--- config.mk ---
export PLATFORM = sky130hd
export DESIGN_NAME = fetch_stage
export DESIGN_NICKNAME = d
export VERILOG_FILES = /design/src/rtl/fetch_stage.sv
export SDC_FILE = /design/constraint.sdc
export NUM_CORES = 1
export LEC_CHECK = 0
export CAP_MARGIN = 10
export CORE_MARGIN = 4
export CORE_UTILIZATION = 45
export DETAILED_ROUTE_END_ITERATION = 12
export PLACE_DENSITY_LB_ADDON = 0.2
export SLEW_MARGIN = 20
export SYNTH_ARGS = -nofsm -noshare
export SYNTH_HDL_FRONTEND = slang
export SYNTH_SLANG_ARGS = --single-unit
export TNS_END_PERCENT = 10
--- constraint.sdc ---
create_clock -name clk -period 4.7 [get_ports clk]
set_input_delay 0.94 -clock clk [delete_from_list [all_inputs] [get_ports clk]]
set_output_delay 0.94 -clock clk [all_outputs]
set_load 0.01 [all_outputs]
--- src/rtl/fetch_stage.sv ---
// fetch_stage
// PC generation and IF/ID pipeline register for the 5-stage core.
// The block issues one instruction-memory request at a time over a
// req/gnt/rvalid handshake. It holds at most one fetched word in a skid
// buffer while decode is stalled. It redirects to the execute-stage branch
// target and drops stale in-flight responses.
//
// Ports:
//   clk, rst_n             clock (rising edge), asynchronous active-low reset
//   StallF                 blocks issue of new imem requests
//   StallD                 IF/ID holds its contents
//   FlushD                 IF/ID loads a bubble (wins over StallD)
//   br_taken, br_target    execute-stage redirect and its target address
//   imem_req, imem_addr    request valid / address (combinational from state, pcF, StallF)
//   imem_gnt               request accepted this cycle
//   imem_rvalid, imem_rdata  in-order response, one per grant
//   instrD, pcD, pc4D, validD  IF/ID register contents
`timescale 1ns/1ps
module fetch_stage #(
    parameter logic [31:0] RESET_PC = 32'h0000_0000,
    parameter logic [31:0] NOP      = 32'h0000_0013
) (
    input  logic        clk,
    input  logic        rst_n,
    input  logic        StallF,
    input  logic        StallD,
    input  logic        FlushD,
    input  logic        br_taken,
    input  logic [31:0] br_target,
    output logic        imem_req,
    output logic [31:0] imem_addr,
    input  logic        imem_gnt,
    input  logic        imem_rvalid,
    input  logic [31:0] imem_rdata,
    output logic [31:0] instrD,
    output logic [31:0] pcD,
    output logic [31:0] pc4D,
    output logic        validD
);

    typedef enum logic [1:0] {
        S_REQ  = 2'd0,
        S_WAIT = 2'd1,
        S_FULL = 2'd2
    } state_t;

    state_t      state, state_next;
    logic [31:0] pcF, pc_next;
    logic [31:0] pc_pend, pc_pend_next;
    logic        kill, kill_next;
    logic [31:0] buf_instr, buf_pc;
    logic        buf_load;
    logic        deliver;
    logic [31:0] deliver_instr, deliver_pc;

    assign imem_addr = pcF;

    always_comb begin
        state_next    = state;
        pc_next       = pcF;
        pc_pend_next  = pc_pend;
        kill_next     = kill;
        buf_load      = 1'b0;
        deliver       = 1'b0;
        deliver_instr = buf_instr;
        deliver_pc    = buf_pc;
        imem_req      = 1'b0;

        case (state)
            S_REQ: begin
                imem_req = !StallF;
                if (!StallF && imem_gnt) begin
                    pc_pend_next = pcF;
                    pc_next      = pcF + 32'd4;
                    // A redirect in the grant cycle makes this request stale at once.
                    kill_next    = br_taken;
                    state_next   = S_WAIT;
                end
            end
            S_WAIT: begin
                if (imem_rvalid) begin
                    if (kill || br_taken) begin
                        kill_next  = 1'b0;
                        state_next = S_REQ;
                    end else if (!StallD) begin
                        deliver       = 1'b1;
                        deliver_instr = imem_rdata;
                        deliver_pc    = pc_pend;
                        state_next    = S_REQ;
                    end else begin
                        buf_load   = 1'b1;
                        state_next = S_FULL;
                    end
                end else if (br_taken) begin
                    kill_next = 1'b1;
                end
            end
            S_FULL: begin
                // A redirect drops the buffered word even if decode is free.
                if (br_taken) begin
                    state_next = S_REQ;
                end else if (!StallD) begin
                    deliver    = 1'b1;
                    state_next = S_REQ;
                end
            end
            default: state_next = S_REQ;
        endcase

        // The redirect target overrides any +4 from a same-cycle grant.
        if (br_taken) begin
            pc_next = br_target;
        end
    end

    always_ff @(posedge clk or negedge rst_n) begin
        if (!rst_n) begin
            state   <= S_REQ;
            pcF     <= RESET_PC;
            pc_pend <= 32'd0;
            kill    <= 1'b0;
        end else begin
            state   <= state_next;
            pcF     <= pc_next;
            pc_pend <= pc_pend_next;
            kill    <= kill_next;
        end
    end

    always_ff @(posedge clk or negedge rst_n) begin
        if (!rst_n) begin
            buf_instr <= 32'd0;
            buf_pc    <= 32'd0;
        end else if (buf_load) begin
            buf_instr <= imem_rdata;
            buf_pc    <= pc_pend;
        end
    end

    // IF/ID register: flush, then stall, then delivery, else bubble.
    always_ff @(posedge clk or negedge rst_n) begin
        if (!rst_n) begin
            instrD <= NOP;
            pcD    <= 32'd0;
            pc4D   <= 32'd0;
            validD <= 1'b0;
        end else if (FlushD) begin
            instrD <= NOP;
            validD <= 1'b0;
        end else if (!StallD) begin
            if (deliver) begin
                instrD <= deliver_instr;
                pcD    <= deliver_pc;
                pc4D   <= deliver_pc + 32'd4;
                validD <= 1'b1;
            end else begin
                instrD <= NOP;
                validD <= 1'b0;
            end
        end
    end

endmodule

Word-level counts from Yosys, hierarchy flattened
Cells that the tools add are included.

storage, ports and cells
  register bits = 228
  bits of input ports = 72
  output and inout bits = 130
  word-level logic and storage cells = 72

operators by class
  add/subtract/negate cells = 2
  equality and inequality tests = 8
  mux-type cells = 38
  bitwise gates (word level) = 2
  reductions and logical operators = 12

operator list
  operator                                                                  number
  32-bit two-way mux                                                        13
  32-bit by 3-bit adder with 32-bit output (second input constant)          2
  1-bit two-way mux                                                         16
  2-bit two-way mux                                                         6
  3-bit inequality test (second input constant)                             3
  2-bit one-hot mux with 3 select lines                                     1
  3-bit AND reduction                                                       2
  2-bit nonzero test                                                        3
  2-bit inequality test (second input constant)                             2
  1-bit one-hot mux with 2 select lines                                     2
  2-bit AND reduction                                                       2
  4-bit AND reduction                                                       1
  2-bit by 1-bit equality test with 1-bit output (second input constant)    1
  2-bit equality test (second input constant)                               1
  2-bit logical NOT                                                         1
  2-bit by 1-bit inequality test with 1-bit output (second input constant)  1
  1-bit NOT                                                                 2
  1-bit logical AND                                                         1
  1-bit logical NOT                                                         1
  1-bit logical OR                                                          1

Depth between registers and ports, before layout
Gate-level depths: netlist of run 1.

  depth in word-level cells = 7
  depth in mapped cells = 14

Worst setup path before layout of run 1
Ideal clock, no wire load.

  path type = input port to flip-flop
  start point = input br_taken
  end point = register pc4D[14]
  library setup time = 95 ps
  arrival time = 2984 ps
  path slack = 1620 ps
  stages = 11
  buffers on the path = 4
  cells stage by stage = and4bb_1 > buf_4 > nand2_4 > buf_4 > buf_2 > mux2_2 > ha_1 > clkbuf_1 > o21ai_0 > o21a_1 > o31ai_1

between the ends
  word-level cells in the longest chain between the ends = 5

ends and longest elaborated chain
  item                                      RTL line  RTL
  start, declared                           28        input logic br_taken,
  1-bit logical OR                          82        if (kill || br_taken) begin
  32-bit two-way mux                        82
  32-bit two-way mux                        81        if (imem_rvalid) begin
  32-bit two-way mux                        69        case (state)
  net deliver_pc[3]                         54        logic [31:0] deliver_instr, deliver_pc;
  32-bit by 3-bit adder with 32-bit output  154       pc4D <= deliver_pc + 32'd4;
  end signal, assigned                      154
  end, declared                             37        output logic [31:0] pc4D,

The timed path passes the listed nets, and every way through them passes these cells.
A chain may end at the register's enable or synchronous reset.

Worst setup path in the final report of run 1
  start point = input imem_rvalid
  end point = register pc4D[28]

between the ends
  word-level cells in the longest chain between the ends = 3

ends and longest elaborated chain
  item                                      RTL line  RTL
  start, declared                           33        input logic imem_rvalid,
  32-bit two-way mux                        81
  32-bit two-way mux                        69
  net deliver_pc[2]                         54
  32-bit by 3-bit adder with 32-bit output  154

The timed path passes the listed nets, and every way through them passes these cells.

==> results of run 1 <==
-- cell type report --
cell class	instances	area (sq um)
sequential	226	5659
timing repair buffer	219	2172
clock buffer	35	723.2
tap	324	405.4
clock inverter	6	58.81
fill	2160	10170
multi-input combinational	792	5022
inverter	9	33.78
-- cells by family after synthesis --
logic type / Yosys count
AND/OR/NAND/NOR: 426
flip-flops: 226
AO/OA/AOI/OAI: 199
multiplexers: 121
buffers and inverters: 85
XOR/XNOR: 41
adder cells (fa/ha/maj): 5
-- cell usage in the layout (no fill, tap or decap), types with 4 or more instances in the layout --
master	count
o31ai_1	5
xor2_1	11
and4_1	8
mux2_1	4
nor3_1	20
nor2_1	25
dfrtp_1	223
mux2i_1	47
a211o_1	6
and2_1	4
buf_4	16
nand2_1	246
clkbuf_8	6
nand4_1	28
clkdlybuf4s50_1	199
a31oi_1	12
and3_1	11
ha_1	5
mux2_2	70
o21ai_0	94
nand2b_1	5
o21ai_1	7
a211oi_1	10
clkbuf_16	25
nand3_1	27
clkbuf_1	4
o211ai_1	8
inv_1	9
a21oi_1	20
nor4_1	25
o21a_1	7
clkinv_2	4
xnor2_1	30
a311o_1	4
-- where the power goes --
group | switching [mW] | internal (mW) | leakage [nW]
clock | 0.758 | 1.12 | 0.390
sequential | 0.611 | 2.52 | 2.96
combinational | 0.846 | 0.944 | 2.83
total | 2.22 | 4.58 | 6.18
-- metal layers --
layer	vias to the layer above	wire length, um
li1	4275	-
met1	4263	14030
met2	307	12230
met3	30	1954
met4	0	378
met5	-	0
-- registers in the layout, summed over array words and instances, names as in the netlist --
name and count:
pc4D 30, kill 1, buf_pc 32, buf_instr 32, pc_pend 32, state 2, instrD 32, pcD 32
imem_addr 32, validD 1
-- metrics by stage --
stage	area (sq um)	hold slack [ps]	power (mW)
after floorplan	11030	463.4	4.049
after global placement	13290	462.6	4.874
after detailed placement	13290	466.8	4.937
after CTS	14070	480.2	6.849
after global routing	14070	504.6	7.203
final	14070	476.8	6.791
-- worst max-delay path by stage --
stage | end | slack, ps
floorplan | pc4D[14] | 1620
global placement | pc4D[28] | 1070
detailed placement | pc4D[30] | 940
CTS | pc4D[28] | 1490
global route | pc4D[28] | 1320
finish | pc4D[28] | 1410
-- worst register-to-register path, cell delays in order (launching register included) --
cell and delay, ps:
dfrtp_1 390, inv_1 90, ha_1 320, and4bb_1 310
nand2_4 190, mux2_2 310, ha_1 450, o21ai_1 300
o31a_1 360, o31ai_1 210
-- cells in the mapped netlist, drive strengths merged, types with 4 or more instances --
cell,number,area [sq um]
and4,8,70.07
and2,4,25.02
nor2,26,97.59
mux2i,47,470.5
nor4,26,168.9
xnor2,30,262.8
o21ai,102,510.5
nand2b,5,31.28
clkbuf,34,127.6
a21oi,21,108.9
buf,42,219.0
a31oi,12,75.07
a311o,4,40.04
o31ai,5,37.54
nand2,248,938.4
nor3,20,100.1
mux2,74,833.3
a211oi,11,87.58
and3,11,68.82
dfrtp,223,5580
o211ai,8,60.06
ha,5,62.56
xor2,11,96.34
nand4,30,200.2
o21a,7,52.55
a211o,6,52.55
inv,9,33.78
nand3,27,135.1
==> results.tsv, run 1 <==
stage	metric	value	unit
power	powerDensity	482.5	nW/um^2
critical_path	reg2reg_from	state[1]	
critical_path	cp_cell_sequence	clkdlybuf4s50_1 -> and4bb_1 -> nand2_4 -> mux2_2 -> ha_1 -> o21ai_1 -> o31a_1 -> o31ai_1	
synthesis	syn_area	11030	sq um
placement	hpwl	19840	um
critical_path	rrSetupSlack	1670	ps
timing	post-route-min-period	3290	ps
finish	drive_above_1_share	11.03	%
hold_path	whs_path_depth	2	
placement	dp.cells	1570	
critical_path	critPathSlowestCell	clkdlybuf4s50_1	
critical_path	cp_slowest_stage_delay	630	ps
global_routing	met2_usage	30.30	%
hold_path	hold_start	pc4D[28]	
critical_path	startpoint	imem_rvalid	
floorplan	die_w	164.6	um
critical_path	cp_top_family	compound AO/OA/AOI/OAI gates	
power	leakagePower	6.183	nW
drt	vias	8875	
synthesis	ys_seq_area_share	51.31	%
timing	final-hold-violation-count	0	
drt	via_per_inst	5.509	
synthesis	synth.avg_cell_area	9.999	sq um
finish	antenna_cells	0	
synthesis	synth-compound-area-share	11.29	%
timing	fmax	304.0	MHz
floorplan	die_area	27080	sq um
clocking	cts_setup_buffers	0	
floorplan	core	24250	sq um
hold_path	hp-class	flip-flop to flip-flop	
critical_path	end_kind	flip-flop	
run_status	status	complete, no violations	
timing	drv_slew	0	
clocking	clkTransAtPathRegs	60	ps
finish	fin_cells	1611	
timing	tightest_slew	989.0	ps
synthesis	ys_types	69	
synthesis	synth_xor_xnor_area_share	3.256	%
drt	ant_nets	0	
clocking	cts_tree	yes	
critical_path	rr_endpoint	pc4D[28]	
global_routing	grt_pass1_wl	46330	um
synthesis	synthFlopType	dfrtp_1	
placement	portBuffers	201	
clocking	clock-sinks	226	
global_routing	grt.met1_usage	32.91	%
synthesis	synthAdderAreaFrac	0.5672	%
finish	fin_nets	1350	
global_routing	grtUsageTotal	20.96	%
timing	fin_crit_sh	70.00	%
synthesis	synthMuxAreaShare	11.82	%
timing	clock_skew	8.015	ps
drt	drt_iter0_markers	707	
drt	wl_per_cell	17.75	um
drt	wirelength	28590	um
clocking	ctsResizeCount	0	
floorplan	io_pins	202	
critical_path	path_depth	8	
global_routing	grt_overflow	0	
timing	rsz0062_at_grt	no	
synthesis	synth_edf_count	0	
critical_path	crit_path_start_kind	input port	
timing	setup_tns	0	ps
clocking	cts_buffer_depth	3	
floorplan	rows	57	
global_routing	grt-busiest-layer	met1	
clocking	numCtsBuffers	25	
global_routing	met3_usage	3.694	%
placement	gp_congestion	0.9085	
drt	drtPass1Iterations	5	
synthesis	synth-simple-area-share	18.31	%
floorplan	fp.dieH	164.6	um
timing	worst_slack	1410	ps
critical_path	cp.required	5120	ps
hold_path	holdPathEnd	pc4D[28]	
floorplan	start_util	45.49	%
clocking	htree_levels	1	
critical_path	r2r_cells	9	
timing	slew_headroom	33.82	%
critical_path	critPathKind	input port to flip-flop	
synthesis	yosysWarnings	0	
clocking	cts_hold_buffers	0	
global_routing	grt_pass1_vias	8602	
global_routing	grt_max_degree	129	
clocking	clk_latency	520	ps
synthesis	synth_nets	1180	
timing	setup_violations	0	
power	ir_worst_vdd	0.0002535	V
synthesis	synth_top_family_by_area	simple AND/OR/NAND/NOR gates	
critical_path	cp.arrival	3710	ps
synthesis	synthesis.instances	1103	
global_routing	antenna_found_initial	0	
critical_path	critical_path_buf_inv_count	1	
synthesis	ys_async_sr_fraction	100.0	%
drt	route.detailed.drc	0	
finish	area_delta_synth_final	27.61	%
synthesis	synth-seq-cells	226	
clocking	cts_root_buf	clkbuf_16	
critical_path	cp_max_fo	19	
finish	final_util	58.04	%
placement	dp_slack	942.5	ps
flow_run	max-cap-violations	0	
(Power assumes the default switching activity.)
==> run 2: changes to the inputs <==
==> constraint.sdc (replaced) <==
create_clock -name clk -period 2.78 [get_ports clk]
set_input_delay 0.556 -clock clk [delete_from_list [all_inputs] [get_ports clk]]
set_output_delay 0.556 -clock clk [all_outputs]
set_load 0.01 [all_outputs]
==> results.tsv, run 2 (same netlist as run 1, synthesis figures left out) <==
stage	metric	value	unit	change
run_status	status	complete, no violations		
flow_run	max-cap-violations	0		unchanged
timing	rsz0062_at_grt	no		
global_routing	grt_pass1_wl	46530	um	+0.45%
power	power_frac_seq	44.3	%	-1.7 points
clocking	clkTransAtPathRegs	60	ps	about the same
drt	route.met3.wl	1992	um	+1.9%
drt	vias	8957		+0.92%
global_routing	grt_max_degree	72		-44%
timing	post-route-min-period	2635	ps	
drt	wl_met2	12450	um	+1.8%
timing	tightest_slew	717.8	ps	-271.2 ps
floorplan	io_pins	202		unchanged
finish	fin_nets	1371		+1.6%
critical_path	critPathSlowestCell	clkdlybuf4s50_1		
clocking	cts_setup_buffers	0		unchanged
clocking	clock-sinks	226		unchanged
finish	area_delta_synth_final	30.87	%	
drt	wl_per_cell	17.58	um	-0.94%
clocking	cts_tree	yes		
finish	layout_commonest_cell	nand2_1		
floorplan	core	24250	sq um	unchanged
power	clockPowerShare	29.6	%	+2.0 points
floorplan	rows	57		unchanged
power	p_comb_share	26.1	%	-0.3 points
placement	hpwl	20570	um	+3.7%
timing	setup_tns	0	ps	unchanged
clocking	numCtsBuffers	25		unchanged
timing	drv_slew	0		unchanged
finish	final_util	59.53	%	+1.5 points
timing	whs	10.16	ps	-466.7 ps
power	p_int	8.118	mW	+77%
finish	final_cell_mix	nand2_1, dfrtp_1, clkdlybuf4s50_1, o21ai_0, mux2_2		
clocking	cts_hold_buffers	0		unchanged
placement	portBuffers	201		unchanged
timing	worst_slack	144.8	ps	-1265 ps
drt	wirelength	28780	um	+0.66%
drt	top_layer	met4		
drt	route.detailed.drc	0		unchanged
power	netSwitchingFraction	31.98	%	-0.65 points
floorplan	fp.dieH	164.6	um	unchanged
timing	final-hold-violation-count	0		unchanged
placement	dp_slack	-42.65	ps	-985.2 ps
critical_path	cp.required	2220	ps	-2900 ps
critical_path	critPathKind	flip-flop to output pin		
drt	drt_iter0_markers	861		+22%
critical_path	cp_cell_sequence	inv_1 -> ha_1 -> nor2b_1 -> clkdlybuf4s50_1		
critical_path	cp_slowest_stage_delay	550	ps	-80 ps
floorplan	die_w	164.6	um	unchanged
power	power	11.93	mW	+76%
floorplan	start_util	45.49	%	unchanged
timing	clock_skew	17.75	ps	+9.731 ps
critical_path	rrSetupSlack	290	ps	-1380 ps
global_routing	grt_overflow	0		unchanged
critical_path	end_kind	output pin		
timing	setup_violations	0		unchanged
power	leakagePower	6.365	nW	+3.0%
drt	ant_nets	0		unchanged
clocking	ctsResizeCount	0		unchanged
placement	gp_congestion	0.9003		-0.90%
timing	fmax	379.5	MHz	
drt	wl_met1	13950	um	-0.58%
clocking	clk_latency	520	ps	about the same
floorplan	die_area	27080	sq um	unchanged
power	switchingPower	3.816	mW	+72%
critical_path	rr_endpoint	pc4D[13]		
finish	drive_above_1_share	12.80	%	+1.8 points
critical_path	reg2reg_from	state[1]		
critical_path	r2r_cells	8		-1
global_routing	grt_pass1_vias	8626		+0.28%
critical_path	crit_path_start_kind	flip-flop		
timing	slew_headroom	51.70	%	+18 points
clocking	cts_root_buf	clkbuf_16		
power	ir_worst_vdd	0.0004043	V	+59%
timing	fin_crit_sh	94.79	%	
drt	via_per_inst	5.472		-0.68%
critical_path	cp.arrival	2080	ps	-1630 ps
hold_path	hp-class	input port to asynchronous set/reset pin		
clocking	cts_buffer_depth	3		unchanged
finish	nFillCells	2086		-3.4%
clocking	htree_levels	1		unchanged
power	powerDensity	826.8	nW/um^2	+71%
global_routing	grtUsageTotal	21.08	%	+0.12 points
drt	drtPass1Iterations	5		unchanged
critical_path	cp_max_fo	9		-10
global_routing	antenna_found_initial	1		+1
run 2: cell types whose count changed in the layout (fill, tap and decap cells not counted), sizes merged:
cell      delta
buf         +21
clkinv       -1
inv          +1
diode        +1
bufinv       +3
clkinvlp     +1
run 2: final cells by class:
type,instances,area (sq um),share of cell area (%)
multi-input cells,792,5022,34.80
clock buffers,35,733.2,5.080
diodes,1,2.502,0.01734
flip-flops and latches,226,5659,39.21
inverters,9,33.78,0.2341
repair buffers,240,2417,16.75
well taps,324,405.4,2.809
clock inverters,10,160.2,1.110
run 2: layer usage:
| layer | vias up | GRT usage, % |
|---|---|---|
| li1 | 4320 | - |
| met1 | 4272 | 32.74 |
| met2 | 327 | 31.05 |
| met3 | 38 | 3.743 |
| met4 | 0 | 4.310 |
| met5 | - | 0 |
run 2: how the worst max path moves through the flow:
stage,cells after the start,end,start,slack [ps]
2_1_floorplan,13,pc4D[14],state[1],20
6_report,4,imem_req,state[0],140
3_5_place_dp,7,pc4D[13],imem_rvalid,-40
3_3_place_gp,7,pc4D[13],imem_rvalid,-20
5_1_grt,4,imem_req,state[1],40
4_1_cts,4,imem_req,state[0],140
run 2: power by group through the flow:
stage	Combinational, mW	Sequential [mW]	Clock [mW]
2_1_floorplan	1.77	5.08	0
3_3_place_gp	3.05	5.28	0
3_5_place_dp	3.12	5.32	0
4_1_cts	3.14	5.27	3.60
5_1_grt	3.46	5.44	3.75
6_report	3.12	5.29	3.53
run 2: critical path: cells and delay by family, from the launching register on:
kind                     cells  cell delay [ps]
adder cells (fa/ha/maj)      1              350
buffers and inverters        2              640
flip-flops                   1              390
AND/OR/NAND/NOR              1              200
run 2: per-stage QoR:
| stage | instance area [sq um] | std cells |
|---|---|---|
| 2_1_floorplan | 11030 | 1103 |
| 3_3_place_gp | 13540 | 1591 |
| 3_5_place_dp | 13540 | 1591 |
| 4_1_cts | 14430 | 1636 |
| 5_1_grt | 14430 | 1637 |
| 6_report | 14430 | 1637 |
==> RTL edit: new RTL, config.mk and constraints of run 1 <==
Re-encode `state_t` (3 states) as one-hot, 3 bits wide.
--- a/src/rtl/fetch_stage.sv
+++ b/src/rtl/fetch_stage.sv
@@ -39,8 +39,8 @@
 );
 
-    typedef enum logic [1:0] {
-        S_REQ  = 2'd0,
-        S_WAIT = 2'd1,
-        S_FULL = 2'd2
+    typedef enum logic [2:0] {
+        S_REQ  = 3'b001,
+        S_WAIT = 3'b010,
+        S_FULL = 3'b100
     } state_t;
 
Check against the original RTL: no difference found for any inputs over 4 cycles, from zero or initial values and one cycle with rst_n low; so few cycles prove little.
==> RTL edit against run 1 <==
- hold slack worse by 6.1 ps
- count of clock-buffer cells in the layout rose by 4
- wire length down 8.4%
- final area decreased by 3.9%
- largest cell class unchanged
- worst setup slack lost 570 ps
- die area shrank 5.0%
- non-clock buffer count is 1 lower
- final cell count down 6.6%
- critical path type unchanged
- sequential cell count up 1
- critical path depth is 4 higher
- register-to-register slack lost 550 ps
- clock skew decreased by 3.7 ps
- area after synthesis fell by 5.3%
Power is not compared: it rests on default switching activity, and its combinational part moved more than twofold at a synthesized area within 25%.
==> RTL edit: results <==
export IMPL_status="complete, no violations"
export IMPL_gp_routability_congestion=0.844
export IMPL_met1_length_um=12500
export IMPL_critPathTopFamily="simple AND/OR/NAND/NOR gates"
export IMPL_dpl_hpwl_um=18100
export IMPL_met3_length_um=1420
export IMPL_via_per_inst=5.31
export IMPL_final_layout_size_suffix_gt1_share_pct=12.2
export IMPL_worst_slew_pin_slew_ps=1010
export IMPL_synth_area_per_cell_um2=10.3
export IMPL_total_power_mw=4.73
export IMPL_grtUsageTotal_pct=20.4
export IMPL_synthTopCellsByArea="dfrtp_1, nand2_1, mux2_2"
export IMPL_num_nets_final=1274
export IMPL_totalWireLength_um=26200
export IMPL_met2_length_um=11900
export IMPL_grt_pass1_vias=8116
export IMPL_grt_pass1_wl_um=43700
export IMPL_port_buffers=201
export IMPL_grt_max_degree=142
export IMPL_r2r_end="pc4D[28]"
export IMPL_holdCritPathClass="in -> async"
export IMPL_timing_rr_start="state[2]"
export IMPL_antenna_found_initial=2
export IMPL_reg2reg_depth=11
export IMPL_reg2reg_slack_ps=1120
export IMPL_max_stage_delay_ps=560
export IMPL_slowest_stage="clkdlybuf4s50_1"
export IMPL_critPathMaxFanout=9
export IMPL_instances_no_fill=1504
export IMPL_use_met1_pct=30.6
export IMPL_drt_iter0_drc=576
export IMPL_met2_usage_pct=31.3
export IMPL_nFillCells=2001
export IMPL_grt_use_met3_pct=3.62
export IMPL_ys_top_cells_by_count="nand2_1, dfrtp_1, o21ai_0"
export IMPL_finalClockSkew_ps=4.32
export IMPL_cts_made_buffers=26
export IMPL_synthDistinctLibCells=44
export IMPL_path_clk_slew_ps=60
export IMPL_seq_area_frac_synth_pct=54.4
export IMPL_grt_overflow=0
export IMPL_highest_layer="met5"
export IMPL_syn_nets=1086
export IMPL_root_buffer="clkbuf_16"
export IMPL_crit_arrival_ps=4290
[RTL edit: cell count changes in the layout (fill, tap and decap cells not counted), sizes merged, moves of 8 or more]
cell	before	now
xor2	11	36
o211ai	8	0
nor4	26	15
mux2i	47	59
o21ai	102	113
xnor2	30	22
a21oi	21	11
[RTL edit: worst max path at each step]
stage	start	end	slack (ps)	depth (start not counted)
global placement	imem_rvalid	pc4D[28]	490	12
finish	imem_rvalid	pc4D[28]	840	12
floorplan	br_taken	pc4D[28]	670	16
global route	imem_rvalid	pc4D[28]	550	12
detailed placement	imem_rvalid	pc4D[28]	330	12
CTS	imem_rvalid	pc4D[28]	860	12
[RTL edit: area by class of cell]
cell class / instances / area [um2] / area share, %
multi-input combinational: 724 / 4510 / 33.3
timing repair buffer: 218 / 2160 / 16.0
inverter: 3 / 11.3 / 0.0833
tap: 285 / 357 / 2.64
clock inverter: 7 / 46.3 / 0.342
sequential: 227 / 5690 / 42.0
clock buffer: 39 / 749 / 5.54
antenna: 1 / 2.50 / 0.0185
[RTL edit: cell families (layout without fill, tap and decap cells)]
family | Yosys count | after routing | share of synthesized area [%]
other | 0 | 1 | 0
adder cells (fa/ha/maj) | 2 | 2 | 0.240
multiplexers | 130 | 130 | 13.3
AO/OA/AOI/OAI | 145 | 145 | 7.57
AND/OR/NAND/NOR | 389 | 389 | 17.0
XOR/XNOR | 58 | 58 | 4.86
buffers and inverters | 61 | 267 | 2.60
flip-flops | 227 | 227 | 54.4
[RTL edit: through the flow]
stage               utilization (%)  hold slack [ps]  setup WS (ps)  area, um2
floorplan                         -              463            666      10400
global placement               56.0              461            493      12700
detailed placement             56.0              463            326      12700
CTS                            59.5              477            860      13500
global route                   59.6              504            546      13500
finish                         59.6              471            841      13500
